==> src/rtl/aes_ctrl_pkg.sv <==
// Shared types and defaults for the AES launch sequencer.
// State encoding, default widths and a small width helper.
package aes_ctrl_pkg;

    typedef enum logic [1:0] {
        IDLE = 2'd0,
        ARM  = 2'd1,
        RUN  = 2'd2
    } state_e;

    localparam int DATA_W_DEFAULT  = 128;
    localparam int CNT_W_DEFAULT   = 16;
    localparam int HOLDOFF_DEFAULT = 4;
    localparam int TIMEOUT_DEFAULT = 1000;

    // Bits needed to hold max_val, never less than one.
    function automatic int width_for(input int max_val);
        return (max_val < 1) ? 1 : $clog2(max_val + 1);
    endfunction

endpackage

==> src/rtl/aes_launch_ctrl_rise_detect.sv <==
// Rising-edge detector for a level input.
// Reset value of the delayed copy is a parameter.
module rise_detect #(
    parameter logic RESET_VAL = 1'b0
) (
    input  logic i_clk,
    input  logic i_reset,
    input  logic i_sig,
    output logic o_rise
);

    logic r_sig_q;

    // One-cycle delayed copy of the input
    always_ff @(posedge i_clk) begin
        if (i_reset) begin
            r_sig_q <= RESET_VAL;
        end else begin
            r_sig_q <= i_sig;
        end
    end

    assign o_rise = i_sig & ~r_sig_q;

endmodule

==> src/rtl/aes_launch_ctrl.sv <==
// Sequencer between the host register file and the AES core.
// go edge -> snapshot, scope trigger, holdoff, run, result or timeout.
module aes_launch_ctrl
    import aes_ctrl_pkg::*;
#(
    parameter int DATA_W  = DATA_W_DEFAULT,
    parameter int HOLDOFF = HOLDOFF_DEFAULT,
    parameter int CNT_W   = CNT_W_DEFAULT,
    parameter int TIMEOUT = TIMEOUT_DEFAULT
) (
    input  logic              clk,
    input  logic              reset,
    input  logic              go,
    input  logic [DATA_W-1:0] key_in,
    input  logic [DATA_W-1:0] pt_in,
    output logic [DATA_W-1:0] core_key,
    output logic [DATA_W-1:0] core_pt,
    output logic              core_start,
    input  logic              core_done,
    input  logic [DATA_W-1:0] core_ct,
    output logic [DATA_W-1:0] ct_out,
    output logic              done,
    output logic              busy,
    output logic              timeout,
    output logic              scope_trig,
    output logic [CNT_W-1:0]  cycle_count
);

    localparam int HCNT_W = width_for(HOLDOFF);

    state_e r_state;
    state_e w_state_nxt;

    logic [HCNT_W-1:0] r_hcnt;
    logic [HCNT_W-1:0] w_hcnt_nxt;

    logic [DATA_W-1:0] r_core_key, w_core_key_nxt;
    logic [DATA_W-1:0] r_core_pt,  w_core_pt_nxt;
    logic [DATA_W-1:0] r_ct_out,   w_ct_out_nxt;
    logic              r_start,    w_start_nxt;
    logic              r_done,     w_done_nxt;
    logic              r_timeout,  w_timeout_nxt;
    logic              r_scope,    w_scope_nxt;
    logic [CNT_W-1:0]  r_cnt,      w_cnt_nxt;

    logic w_edge;
    logic w_done_ok;
    logic w_expire;

    // go_q resets high so a go already asserted at reset cannot launch
    rise_detect #(
        .RESET_VAL (1'b1)
    ) u_go_edge (
        .i_clk   (clk),
        .i_reset (reset),
        .i_sig   (go),
        .o_rise  (w_edge)
    );

    // A done in the first RUN cycle is stale from the previous run
    assign w_done_ok = core_done && (r_cnt != '0);
    assign w_expire  = (r_cnt == CNT_W'(TIMEOUT - 1));

    // State register
    always_ff @(posedge clk) begin
        if (reset) begin
            r_state <= IDLE;
        end else begin
            r_state <= w_state_nxt;
        end
    end

    // Next-state decode; edges outside IDLE are simply dropped
    always_comb begin
        w_state_nxt = r_state;
        unique case (r_state)
            IDLE: if (w_edge) w_state_nxt = ARM;
            ARM:  if (r_hcnt == '0) w_state_nxt = RUN;
            RUN:  if (w_done_ok || w_expire) w_state_nxt = IDLE;
            default: w_state_nxt = IDLE;
        endcase
    end

    // Next values of the registered outputs and holdoff counter
    always_comb begin
        w_hcnt_nxt     = r_hcnt;
        w_core_key_nxt = r_core_key;
        w_core_pt_nxt  = r_core_pt;
        w_ct_out_nxt   = r_ct_out;
        w_start_nxt    = r_start;
        w_done_nxt     = r_done;
        w_timeout_nxt  = r_timeout;
        w_scope_nxt    = r_scope;
        w_cnt_nxt      = r_cnt;
        unique case (r_state)
            IDLE: begin
                if (w_edge) begin
                    w_core_key_nxt = key_in;
                    w_core_pt_nxt  = pt_in;
                    w_done_nxt     = 1'b0;
                    w_timeout_nxt  = 1'b0;
                    w_cnt_nxt      = '0;
                    w_scope_nxt    = 1'b1;
                    w_hcnt_nxt     = HCNT_W'(HOLDOFF);
                end
            end
            ARM: begin
                if (r_hcnt != '0) begin
                    w_hcnt_nxt = r_hcnt - HCNT_W'(1);
                end else begin
                    w_start_nxt = 1'b1;
                end
            end
            RUN: begin
                // Exit cycle still counts, so count ends at TIMEOUT
                w_cnt_nxt = r_cnt + CNT_W'(1);
                if (w_done_ok) begin
                    w_ct_out_nxt = core_ct;
                    w_done_nxt   = 1'b1;
                    w_start_nxt  = 1'b0;
                    w_scope_nxt  = 1'b0;
                end else if (w_expire) begin
                    w_timeout_nxt = 1'b1;
                    w_done_nxt    = 1'b1;
                    w_start_nxt   = 1'b0;
                    w_scope_nxt   = 1'b0;
                end
            end
            default: begin
                w_start_nxt = 1'b0;
                w_scope_nxt = 1'b0;
            end
        endcase
    end

    // Output and datapath registers; reset drops core_start to abort the core
    always_ff @(posedge clk) begin
        if (reset) begin
            r_hcnt     <= '0;
            r_core_key <= '0;
            r_core_pt  <= '0;
            r_ct_out   <= '0;
            r_start    <= 1'b0;
            r_done     <= 1'b0;
            r_timeout  <= 1'b0;
            r_scope    <= 1'b0;
            r_cnt      <= '0;
        end else begin
            r_hcnt     <= w_hcnt_nxt;
            r_core_key <= w_core_key_nxt;
            r_core_pt  <= w_core_pt_nxt;
            r_ct_out   <= w_ct_out_nxt;
            r_start    <= w_start_nxt;
            r_done     <= w_done_nxt;
            r_timeout  <= w_timeout_nxt;
            r_scope    <= w_scope_nxt;
            r_cnt      <= w_cnt_nxt;
        end
    end

    assign core_key    = r_core_key;
    assign core_pt     = r_core_pt;
    assign core_start  = r_start;
    assign ct_out      = r_ct_out;
    assign done        = r_done;
    assign timeout     = r_timeout;
    assign scope_trig  = r_scope;
    assign cycle_count = r_cnt;
    assign busy        = (r_state == ARM) || (r_state == RUN);

endmodule

==> config.mk <==
export PLATFORM = sky130hd
export DESIGN_NAME = aes_launch_ctrl
export DESIGN_NICKNAME = d
export VERILOG_FILES = /design/src/rtl/aes_ctrl_pkg.sv /design/src/rtl/aes_launch_ctrl_rise_detect.sv /design/src/rtl/aes_launch_ctrl.sv
export SDC_FILE = /design/constraint.sdc
export NUM_CORES = 1
export LEC_CHECK = 0
export CAP_MARGIN = 20
export CELL_PAD_IN_SITES_DETAIL_PLACEMENT = 0
export CELL_PAD_IN_SITES_GLOBAL_PLACEMENT = 1
export CORE_AREA = 2 2 306 308
export DETAILED_ROUTE_END_ITERATION = 6
export DIE_AREA = 0 0 308 310
export PLACE_DENSITY_LB_ADDON = 0.1
export SLEW_MARGIN = 10
export SYNTH_ARGS = -nofsm -noshare
export SYNTH_HDL_FRONTEND = slang
export SYNTH_SLANG_ARGS = --single-unit
==> constraint.sdc <==
create_clock -name clk -period 5.38 [get_ports clk]
set_clock_uncertainty 0.05 [all_clocks]
set_input_delay 0.538 -clock clk [delete_from_list [all_inputs] [get_ports clk]]
set_output_delay 0.538 -clock clk [all_outputs]
set_load 0.05 [all_outputs]
==> results_dict.tcl, run 1 <==
set metrics [dict create \
    status "complete, no violations" \
    start_util_pct 16.4 \
    grt_max_degree 164 \
    ys_ff_latch 410 \
    fmax_ghz 0.327 \
    drt_wl_total_um 75400 \
    drive_gt1_share_pct 4.51 \
    path_clk_slew_ps 60 \
    seq_area_frac_synth_pct 54.0 \
    gp_congestion 0.741 \
    hold_buffers 0 \
    wl_per_cell_um 19.8 \
    ir_drop_v 0.000156 \
    layout_common_cells "clkdlybuf4s50_1, nand2_1, dfxtp_1" \
    path_class "reg -> reg" \
    firstDrtPassIters 5 \
    antenna_found_initial 13 \
    synth_compound_area_share_pct 21.9 \
    setup_tns_ps 0 \
    synth_edf_count 0 \
    synth_top_family_by_area "compound AO/OA/AOI/OAI gates" \
    post-route-drc-count 0 \
    drtIter0Drc 778 \
    yosys.area_share.simple_pct 17.8 \
    max_slew.worst_pin.slew_ps 930 \
    syn_avg_cell_area_sq_um 8.21 \
    total_power_w 0.00892 \
    die_x_um 308 \
    crit_start "r_state[0]" \
    cts_resized 0 \
    slew_violations 0 \
    cp-start-kind "flip-flop" \
    timing.final.crit_period_ps 3050 \
    nFillCells 9934 \
    synth.top_cell.area_share_pct 54.0 \
    crit_path_max_incr_delay_ps 840 \
    num-nets-final 2952 \
    crit_arrival_ps 3530 \
    synth.area.top_cells "dfxtp_1, nand2_1, a21oi_1" \
    r2r-start "r_state[0]" \
    synthMuxAreaShare_pct 0.132 \
    setup_violations 0 \
    area_growth_syn_to_layout_pct 70.7 \
    fin_crit_sh_pct 56.8 \
    numCtsBuffers 55 \
    clkSinkCount 410 \
    postLayoutCellArea_sq_um 25900 \
    ctsRootBufferMaster "clkbuf_16" \
    synthXorXnorAreaFrac_pct 0.404 \
    yosysWarningCount 0 \
    synth-adder-area-share_pct 0.576 \
    crit_fanout 64 \
    routed_via_density 4.07 \
    grt_setup_unrepaired "no" \
    die-height_um 310 \
    finalHoldViolCount 0 \
    crit_family "simple AND/OR/NAND/NOR gates" \
    final_common_cell "clkdlybuf4s50_1" \
    htreeDepth 2 \
    io_pins 793 \
    power_density_nw_per_um2 344 \
    max-slew-margin-rel_pct 37.8 \
    syn_inst 1851 \
    required_ps 5860 \
    grt.overflow.total 0 \
    dp_hpwl_um 54000 \
    cts_post_setup_buffers_inserted 0 \
    p_leak_nw 8.89 \
    hp-class "reg -> reg" \
    die_area_sq_um 95500 \
    placed_cell_area_sq_um 24100 \
    portBuffers 792 \
    postRouteAntennaNets 0 \
    row_count 112 \
    max_cap_violations 0 \
    clk_latency_ps 600 \
    async_flop_share_pct 0 \
    clock_path_buffers 3 \
    synth_area_leader_cell "dfxtp_1" \
    final_util_pct 28.0 \
    crit_buf_inv 2 \
    hold_start "core_key[10]" \
    end_kind "flip-flop" \
    worstPathCellList "inv_1 -> ha_1 -> and3b_4 -> buf_4 -> o211ai_1 -> or3_1 -> a21oi_1" \
    synth.distinct_cells 45 \
    grt_usage_pct 14.7 \
    grt_pass1_wl_um 105000 \
    cts_tree "built" \
    synthesis.area_sq_um 15200 \
    coreArea_sq_um 92500 \
    syn-num-nets 2246 \
    vias 15500 \
    cp_slowest_cell "and3b_4" \
    synth_flop_cell "dfxtp_1" \
    grt_pass1_vias 14800 \
]
## synth_stat cells, types with 2 or more instances
| master | n |
|---|---|
| a21oi_1 | 394 |
| buf_6 | 14 |
| clkbuf_1 | 138 |
| or3_1 | 7 |
| or2_2 | 3 |
| buf_1 | 3 |
| nand4_1 | 2 |
| nor2_1 | 14 |
| xor2_1 | 6 |
| dfxtp_1 | 410 |
| buf_2 | 7 |
| ha_1 | 7 |
| nand3_1 | 3 |
| nand2_1 | 645 |
| and3_1 | 2 |
| o211ai_1 | 4 |
| a221oi_1 | 4 |
| mux2i_1 | 2 |
| nand2b_1 | 2 |
| o2111ai_1 | 6 |
| inv_1 | 13 |
| o21ai_0 | 10 |
| a31o_1 | 120 |
| nor2b_1 | 6 |
| a31o_2 | 8 |
| or4_1 | 2 |
## final cells by class
type	instances	area [sq um]	share of cell area, %
multi-input combinational	1265	6230	24.0
timing repair buffer	811	8160	31.4
sequential	410	8210	31.6
antenna	8	20.0	0.0772
inverter	14	57.6	0.222
tap	1197	1500	5.77
clock buffer	81	1600	6.18
clock inverter	12	168	0.646
## flip-flops by register name (all words and copies together) (netlist names)
name and cells:
u_go_edge.r_sig_q 1, scope_trig 1, core_pt 128, core_start 1, cycle_count 16, done 1
timeout 1, core_key 128, r_hcnt 3, r_state 2, ct_out 128
## final timing paths
kind | end | slack, ps | cells after the start
worst min-delay path | core_key[10] | 400 | 2
worst max-delay path | cycle_count[7] | 2330 | 7
worst max register to register | cycle_count[7] | 2330 | 7
worst min register to register | core_key[10] | 400 | 2
## report_power, final
part	switching [W]	total [W]	internal [W]	leakage, nW
Clock	0.00143	0.00366	0.00222	0.875
Combinational	0.00128	0.00199	0.000706	4.69
Sequential	0.0000808	0.00328	0.00320	3.32
## worst reg2reg max path: stages, from the launching register on
cell      delay (ps)
dfxtp_1          310
inv_1            130
ha_1             450
and3b_4          840
buf_4            490
o211ai_1         210
or3_1            340
a21oi_1          150
## per-layer routing
layer / GRT usage, % / vias to the layer above / wire length, um
met5: 0 / - / 60
met4: 4.32 / 10 / 1650
met3: 5.77 / 100 / 6880
met2: 27.6 / 462 / 40000
met1: 15.0 / 7232 / 26800
li1: - / 7646 / -
## cell families (layout without fill, tap and decap cells)
kind of cell,after synthesis,after routing
simple gates,694,694
compound gates,555,555
flops,410,410
buf+inv,176,918
fa+ha+maj,7,7
xor+xnor,7,7
mux,2,2
other cells,0,8
## metrics by stage
step,cells,setup slack [ps],hold WS [ps]
finish,3798,2330,401
global route,3796,2030,405
CTS,3789,2230,380
detailed placement,3696,2110,396
global placement,3696,2150,393
floorplan,1851,2900,410
(Power assumes the default switching activity.)
==> run 2, diff against run 1 <==
CORE_AREA = 2 2 307 309   (was 2 2 306 308)
DIE_AREA = 0 0 309 311   (was 0 0 308 310)
clock period = 2.48 ns   (was 5.38 ns; I/O delays follow)
==> run 2 against run 1 <==
  * Sequential power is 120% higher
  * Via count is 1.6% higher
  * Critical endpoint is now ct_out[127]
  * Largest cell class is now buffers
  * Utilization is 0.47 points higher
  * First-iteration DRC count is 12% lower
  * Final cell count is 2.7% higher
  * Clock-buffer cell count is 2 lower
  * Highest routed layer unchanged
  * Power is 120% higher
==> results_dict.tcl, run 2 (same netlist as run 1, synthesis figures left out) <==
set metrics [dict create \
    power_density_nw_per_um2 736 \
    p_int_w 0.0133 \
    area_growth_syn_to_layout_pct 74.1 \
    worstPathCellList "or4_1 -> o41a_2 -> and2_4 -> buf_12 -> a31o_2" \
    power_switching_w 0.00616 \
    htreeDepth 2 \
    num-nets-final 2992 \
    crit_arrival_ps 2780 \
    antenna_found_initial 17 \
    netSwitchingFraction_pct 31.6 \
    die_x_um 309 \
    max_slew.worst_pin.slew_ps 1040 \
    final_common_cell "clkdlybuf4s50_1" \
    grt_setup_unrepaired "no" \
    grt_max_degree 174 \
    vias 15700 \
    row_count 112 \
    cp_slowest_cell "or4_1" \
    setup_violations 0 \
    pwr-share-clk_pct 40.7 \
    path_clk_slew_ps 60 \
    clkSinkCount 410 \
    max_cap_violations 0 \
    io_pins 793 \
    ctsRootBufferMaster "clkbuf_16" \
    ir_drop_v 0.000532 \
    clk_latency_ps 610 \
    coreArea_sq_um 92800 \
    required_ps 2930 \
    die-height_um 311 \
    drt_wl_total_um 75800 \
    fmax_ghz 0.430 \
    grt.overflow.total 0 \
    portBuffers 792 \
    path_class "reg -> reg" \
    grt_pass1_vias 15700 \
    drive_gt1_share_pct 6.11 \
    layout_common_cells "clkdlybuf4s50_1, nand2_1, dfxtp_1" \
    dp_hpwl_um 55800 \
    start_util_pct 16.4 \
    end_kind "flip-flop" \
    p_comb_share_pct 22.8 \
    fin_crit_sh_pct 93.7 \
    routed_via_density 4.02 \
    p_leak_nw 9.14 \
    placed_cell_area_sq_um 24600 \
    power_frac_seq_pct 36.5 \
    slew_violations 0 \
    crit_family "simple AND/OR/NAND/NOR gates" \
    clock_path_buffers 3 \
    grt_pass1_wl_um 108000 \
    numCtsBuffers 54 \
    wl_per_cell_um 19.5 \
    crit_buf_inv 1 \
    setup_tns_ps 0 \
    gp_congestion 0.762 \
    postLayoutCellArea_sq_um 26500 \
    firstDrtPassIters 5 \
    nFillCells 9935 \
    cts_tree "built" \
    cp-start-kind "flip-flop" \
    status "complete, no violations" \
    max-slew-margin-rel_pct 30.8 \
    drtIter0Drc 688 \
    timing.final.crit_period_ps 2320 \
    finalHoldViolCount 0 \
    crit_path_max_incr_delay_ps 580 \
    hp-class "in -> reg" \
    postRouteAntennaNets 0 \
    grt_usage_pct 15.1 \
    post-route-drc-count 0 \
    die_area_sq_um 96100 \
    crit_fanout 33 \
]
==> run 2: changes by cell type in the layout (fill, tap and decap cells not counted), sizes merged <==
cell           previous run  this run
clkbuf                   82        80
clkinv                    7         9
diode                     8        10
buf                      19        60
clkdlybuf4s50           791       790
dlygate4sd3               0         1
inv                      15        16
==> run 2: repair_timing <==
item / CTS / global route
endpoints found under the hold margin: 24 / 0
setup endpoints to repair: 0 / 2
hold buffers: 1 / 0
resized for setup: 0 / 1
setup buffers: 0 / 0
==> run 2: tightest hold or removal path, cell delays in order <==
cell	delay [ps]
clkdlybuf4s50_1	400
nand2_1	50
a21oi_1	50
==> run 2: cell type report <==
| type | count | area, sq um | share of cell area, % |
|---|---|---|---|
| Timing Repair Buffer | 852 | 8600 | 32.5 |
| Sequential cell | 410 | 8210 | 31.0 |
| Multi-Input combinational cell | 1265 | 6230 | 23.5 |
| Clock buffer | 79 | 1580 | 5.95 |
| Tap cell | 1254 | 1570 | 5.93 |
| Clock inverter | 15 | 194 | 0.733 |
| Inverter | 14 | 57.6 | 0.218 |
| Antenna cell | 10 | 25.0 | 0.0946 |
==> run 2: layer usage <==
| metal | vias up | share of wire, % | global-route usage [%] |
|---|---|---|---|
| met5 | - | 0.12 | 0 |
| met4 | 14 | 3.4 | 6.66 |
| met3 | 124 | 8.5 | 5.40 |
| met2 | 504 | 53 | 27.7 |
| met1 | 7331 | 36 | 15.0 |
| li1 | 7718 | - | - |
==> run 2: path summary, 6_finish.rpt <==
kind	end	cells past startpoint	from	slack, ps
setup / recovery	ct_out[127]	5	cycle_count[15]	160
hold / removal	core_pt[79]	3	pt_in[79]	130
setup reg to reg	ct_out[127]	5	cycle_count[15]	160
hold reg to reg	core_key[40]	2	core_key[40]	400
==> run 2: stage by stage <==
step / hold WS (ps) / util [%] / instances / setup WS [ps] / total power (W)
finish: 130 / 28.5 / 3899 / 157 / 0.0195
global route: 96.9 / 28.5 / 3899 / 37.4 / 0.0205
CTS: 58.5 / 28.5 / 3889 / 114 / 0.0199
detailed placement: 396 / 26.6 / 3794 / 114 / 0.0117
global placement: 391 / 26.6 / 3794 / 93.8 / 0.0117
floorplan: 305 / - / 1851 / 21.8 / 0.00968
==> run 2: power by group through the flow <==
stage | sequential, W | clock [W] | combinational [W]
3_3_place_gp | 0.00724 | 0 | 0.00449
3_5_place_dp | 0.00725 | 0 | 0.00450
6_report | 0.00710 | 0.00794 | 0.00444
5_1_grt | 0.00714 | 0.00856 | 0.00475
2_1_floorplan | 0.00829 | 0 | 0.00139
4_1_cts | 0.00711 | 0.00831 | 0.00452
